File: config.mk
export PLATFORM = sky130hd
export DESIGN_NAME = banco_reg
export DESIGN_NICKNAME = d
export VERILOG_FILES = /design/src/rtl/banco_reg.sv
export SDC_FILE = /design/constraint.sdc
export NUM_CORES = 2
export LEC_CHECK = 0
export ABC_AREA = 1
export CORE_UTILIZATION = 30
export CTS_BUF_LIST = sky130_fd_sc_hd__clkbuf_4
export DETAILED_ROUTE_END_ITERATION = 16
export MAX_ROUTING_LAYER = met4
export PLACE_DENSITY_LB_ADDON = 0.25
export SYNTH_ARGS = -nofsm -noshare
export SYNTH_HDL_FRONTEND = slang
export SYNTH_SLANG_ARGS = --single-unit
export TNS_END_PERCENT = 30
File: constraint.sdc
create_clock -name clk -period 2.3 [get_ports clk]
set_input_delay 0.23 -clock clk [delete_from_list [all_inputs] [get_ports clk]]
set_output_delay 0.23 -clock clk [all_outputs]
set_load 0.02 [all_outputs]
File: src/rtl/banco_reg.sv
// Register file: 31 storage registers plus hardwired zero, two combinational
// read ports with write-through bypass, and a committed-write counter.
module banco_reg #(
   parameter int DATA_W = 32,
   parameter int ADDR_W = 5
) (
   input  logic              clk,
   input  logic              rst_n,
   input  logic [ADDR_W-1:0] ra1,
   input  logic [ADDR_W-1:0] ra2,
   output logic [DATA_W-1:0] rd1,
   output logic [DATA_W-1:0] rd2,
   input  logic              we,
   input  logic [ADDR_W-1:0] wa,
   input  logic [DATA_W-1:0] wd,
   output logic [15:0]       wr_cnt
);

   localparam int NREG = 2 ** ADDR_W;

   logic [DATA_W-1:0] r_regs [1:NREG-1];
   logic [15:0]       r_wr_cnt;
   logic              w_commit;
   logic [DATA_W-1:0] w_rd1;
   logic [DATA_W-1:0] w_rd2;

   // Writes to address 0 are dropped here, so they neither store nor count.
   assign w_commit = we && (wa != '0);

   always_ff @(posedge clk or negedge rst_n) begin
      if (!rst_n) begin
         for (int i = 1; i < NREG; i++) begin
            r_regs[i] <= '0;
         end
      end else begin
         for (int i = 1; i < NREG; i++) begin
            if (w_commit && (wa == ADDR_W'(i))) begin
               r_regs[i] <= wd;
            end
         end
      end
   end

   always_ff @(posedge clk or negedge rst_n) begin
      if (!rst_n) begin
         r_wr_cnt <= '0;
      end else if (w_commit) begin
         r_wr_cnt <= r_wr_cnt + 16'd1;
      end
   end

   // Read mux: address 0 falls through to the zero default. Bypass takes
   // priority over storage, and reset forces zero over everything.
   always_comb begin
      w_rd1 = '0;
      w_rd2 = '0;
      for (int i = 1; i < NREG; i++) begin
         if (ra1 == ADDR_W'(i)) w_rd1 = r_regs[i];
         if (ra2 == ADDR_W'(i)) w_rd2 = r_regs[i];
      end
      if (w_commit && (wa == ra1)) w_rd1 = wd;
      if (w_commit && (wa == ra2)) w_rd2 = wd;
      if (!rst_n) begin
         w_rd1 = '0;
         w_rd2 = '0;
      end
   end

   assign rd1    = w_rd1;
   assign rd2    = w_rd2;
   assign wr_cnt = r_wr_cnt;

endmodule

# [After elaboration in Yosys (flattened, before gate mapping)]
# Cells that the tools add are included.
[op_classes] n_eq_ne=95 add_sub_neg=1 muxes=66 n_reduce_logical=35
[ops] op="$mux 32" count=66
[ops] op="$eq 5x5->1 const B" count=48
[ops] op="$eq 5x4->1 const B" count=24
[ops] op="$eq 5x3->1 const B" count=12
[ops] op="$logic_and 1x1->1" count=34
[ops] op="$eq 5x2->1 const B" count=6
[ops] op="$add 16x1->16 const B" count=1
[ops] op="$eq 5x1->1 const B" count=3
[ops] op="$eq 5x5->1" count=2
[ops] op="$reduce_bool 5->1" count=1
[totals] register_bits=1008 out_inout_bits=80 word_cells=229 inputBits=50

# [Depth between registers and ports, before layout]
[depth] word_depth=34 depth_mapped=26 depth_no_buf=24

# [Worst setup path after synthesis]
# No wires, ideal clock.
[synth_timing] path_kind="input-to-output" from="in ra2[0]" to="out rd2[31]" cell_stages=22 path_slack_ps=-286 t_required_ps=2070 arrival_ps=2356 path_buffers=3 cell_sequence="buf_2 nor2_1 nand2_1 nor2_1 buf_2 buf_1 nand2_1 nand4_1 nand2_1 nand4_1 nand2_1 nand3_1 nand2_1 nand4_1 nor2_1 nand4_1 nor2_1 nand4_1 nor2_1 nand4_1 nand2_1 a21oi_1"
[synth_between] elab_chain_len=34 word_cells_on_any_way=66 classes_between="eq/ne (32); mux (33); reduce/logical (1)"
[synth_lines] item="start, declared" line="10" source="input logic [ADDR_W-1:0] ra2,"
[synth_lines] item="$eq 5x1->1" line="59" source="if (ra2 == ADDR_W'(i)) w_rd2 = r_regs[i];"
[synth_lines] item="$mux 32 (31 in a row)" line="59"
[synth_lines] item="$mux 32 *" line="62" source="if (w_commit && (wa == ra2)) w_rd2 = wd;"
[synth_lines] item="$mux 32 *" line="63" source="if (!rst_n) begin"
[synth_lines] item="end, declared" line="12" source="output logic [DATA_W-1:0] rd2,"
# Mark *: on every way between the ends. The rest lies on a longest branch, timed or not.

# [Worst setup path in the final report]
[layout_timing] from="reg r_regs[933] (netlist bit)" to="out rd2[5]"
[layout_between] elab_chain_len=32
[layout_lines] item="start, declared" line="21" source="logic [DATA_W-1:0] r_regs [1:NREG-1];"
[layout_lines] item="start signal, assigned by index" line="38" source="r_regs[i] <= wd;"
[layout_lines] item="$mux 32 (30 in a row)" line="59"
[layout_lines] item="$mux 32" line="62"
[layout_lines] item="$mux 32" line="63"
# Every way passes these cells.

==> run_results.csv <==
group,metric,value,unit
timing,fmax,0.212,GHz
pwr,finalPower,50.4,mW
place,routabilityCongestion,0.944,
worst_hold_path,min-delay-start,"wd[14]",
clock_network,clk_pin_slew,0.06,ns
synth,async_flop_share,100,%
place,pre_cts_ws,-2.82,ns
worst_hold_path,min_path_cells,4,
synth,synth.area.top_cells,"dfrtp_1 48%, nand2_1 19%, o21ai_0 11%",
worst_hold_path,hold_end,"r_regs[494]",
route,via_per_inst,5.04,
synth,ys_types,34,
timing,relSlewSlack,23.3,%
die,die_x,422,um
timing,drv_slew,0,
die,die_y,422,um
route,drc,0,
timing,rsz0062_at_grt,"true",
synth,postSynthCellCount,7486,
worst_hold_path,hold_path.class,"in -> reg",
clock_network,cts_sinks,1008,
status,outcome,"complete, but fails checks",
synth,ys_seq_area_share,47.6,%
timing,hold_slack,-0.0220,ns
pwr,p_leak,32.7,nW
clock_network,clock_tree.buffer_depth,4,
timing,hold_viol_final,1,
setup_path,r2r-start,"wr_cnt[0]",
setup_path,required,2.07,ns
layout,syn2layout_area_growth,31.4,%
grt,grt_usage,25.0,%
pwr,ir_drop,0.582,mV
synth,synth_area_per_cell,7.08,sq um
layout,drive_gt1_share,22.9,%
layout,stdcell_area,0.0697,sq mm
setup_path,worstPathCellList,"nand4_1 > nand3_1 > nand2_1 > nand4_1 > nor2_1 > nand4_1 > nor2_1 > nand4_1 > nor2_1 > nand4_1 > nor2_2 > nand4_1 > nor2_2 > nand4_1 > nor2_1 > nand4_1 > nor2_2 > nor2_1 > buf_2",
setup_path,worstSetupEndpointType,"primary output",
layout,nNetsFinal,8427,
setup_path,cp_max_fo,3,
die,ios,130,
synth,yosysMostFrequentCell,"nand2_1",
pwr,p_per_area,724,mW/mm^2
clock_network,cts_tree,"yes",
grt,grt_max_degree,160,
route,totalWireLength,220,mm
setup_path,slowest_stage,"dfrtp_1",
die,die_area,0.178,sq mm
timing,worst_slack,-2.42,ns
grt,grt.overflow.total,0,
timing,fin_worst_skew,0.0238,ns
route,first_pass_iters,8,
die,start_util,30.4,%
setup_path,r2r_slack,0.59,ns
die,rows,153,
clock_network,cts_buffers,302,
synth,synth_area,0.0530,sq mm
timing,period_needed,4.72,ns
setup_path,max_stage_delay,0.41,ns
setup_path,ff2ff_path_depth,8,
place,dp_hpwl,157,mm
grt,grt_pass1_wl,333,mm
status,violations,"negative hold slack, negative setup slack",
clock_network,cts_root_buffer,"clkbuf_4",
synth,ys_top_cells_by_count,"2738 x nand2_1, 1119 x o21ai_0, 1008 x dfrtp_1",
place,place_area,0.0645,sq mm
timing,worstMarginPinSlew,1.15,ns
route,num_vias,54900,
route,wire_per_inst,20.2,um
synth,ys_ff_latch,1008,
synth,yosysTopAreaCell,"dfrtp_1",
synth,syn-num-nets,7537,
clock_network,htree_levels,5,
timing,fin_crit_sh,205,%
run,maxCapViolCount,0,
setup_path,timing.rr.end,"wr_cnt[15]",
route,antenna_left,0,
route,initialDrtViolationCount,5459,
synth,synth_warnings,0,
synth,synth_top_area_share,47.6,%
setup_path,worstPathArrival,4.49,ns
grt,grt_pass1_vias,52300,
clock_network,insertion_delay,1.32,ns
place,io_buffers,129,
timing,setup-violations-final,64,
setup_path,worst_setup_path_start_kind,"register",
setup_path,cp_common_cell,"nand4_1",
die,core_area,0.175,sq mm
synth,synth_edf_count,0,
synth,synthFlopType,"dfrtp_1",
grt,antenna_found_initial,2,
setup_path,criticalPathCategory,"reg -> out",
layout make-up:
cell class / count / area [sq um]
fillers: 18300 / 105000
flip-flops and latches: 1008 / 25200
multi-input cells: 5404 / 25100
repair buffers: 1099 / 10800
clock buffers: 434 / 3260
well taps: 2325 / 2910
inverters: 561 / 2110
clock inverters: 49 / 185
diodes: 11 / 27.5
layer usage:
| metal | track usage, % | wire, um | up-vias |
|---|---|---|---|
| met5 | - | 0 | - |
| met4 | 9.79 | 7830 | 0 |
| met3 | 3.78 | 14300 | 451 |
| met2 | 37.5 | 98100 | 1987 |
| met1 | 33.8 | 100000 | 26500 |
| li1 | - | - | 25900 |
cell families (layout without fill, tap and decap cells):
group	count (synthesis)	in the layout	share of synthesized area (%)
compound gates	1236	1236	11.8
xor+xnor	23	23	0.380
fa+ha+maj	1	1	0.0236
buf+inv	1074	2143	7.74
flops	1008	1008	47.6
other cells	0	11	0
simple gates	4144	4144	32.5
registers in the layout, summed over array words and instances, names as in the netlist:
signal,cells
r_regs,992
wr_cnt,16
where the power goes:
group,leakage [nW],internal (mW),switching [mW]
Clock,2.09,8.55,8.27
Sequential,13.0,21.1,2.49
Combinational,17.6,4.28,5.77
critical path: cells and delay by family (launching register included):
family / cells / cell delay, ns
flip-flops: 1 / 0.41
AND/OR/NAND/NOR: 18 / 2.62
buffers and inverters: 1 / 0.16
how the worst max path moves through the flow:
stage | from | end | depth (start not counted)
finish | r_regs[933] | rd2[5] | 19
global route | r_regs[943] | rd2[15] | 19
CTS | r_regs[896] | rd2[0] | 19
detailed placement | ra2[3] | rd2[0] | 25
global placement | ra2[3] | rd2[0] | 25
floorplan | ra2[2] | rd2[0] | 21
timing repair:
action | in CTS | in global routing
hold buffers | 55 | 0
endpoints found under the setup margin | 80 | 426
pin swaps | 257 | 543
setup buffers | 5 | 7
resized for setup | 387 | 379
endpoints found under the hold margin | 1766 | 0
cell usage in the layout, fill, tap and decap left out, types with 7 or more instances in the layout:
cell type and instances:
a21oi_1 70, a21oi_4 10, buf_12 176, buf_2 29, buf_4 734, buf_6 57
clkbuf_4 434, clkdlybuf4s50_1 46, clkinv_1 47, dfrtp_1 1008, diode_2 11, dlygate4sd3_1 46
inv_1 536, inv_2 26, nand2_1 2608, nand2_2 123, nand2_4 7, nand3_1 77
nand3_2 53, nand4_1 470, nor2_1 496, nor2_2 196, nor2_4 16, o21a_1 24
o21ai_0 1115, or2_2 72, xnor2_1 11, xor2_1 12
metrics by stage:
stage	TNS (ns)	instances	utilization, %
2_1_floorplan	-2.58	7486	-
3_3_place_gp	-153.90	10300	37.0
3_5_place_dp	-154.20	10300	37.0
4_1_cts	-151.65	10900	39.5
5_1_grt	-153.41	10900	39.9
6_report	-136.83	10900	39.9
Power figures use the tool's default switching activity.
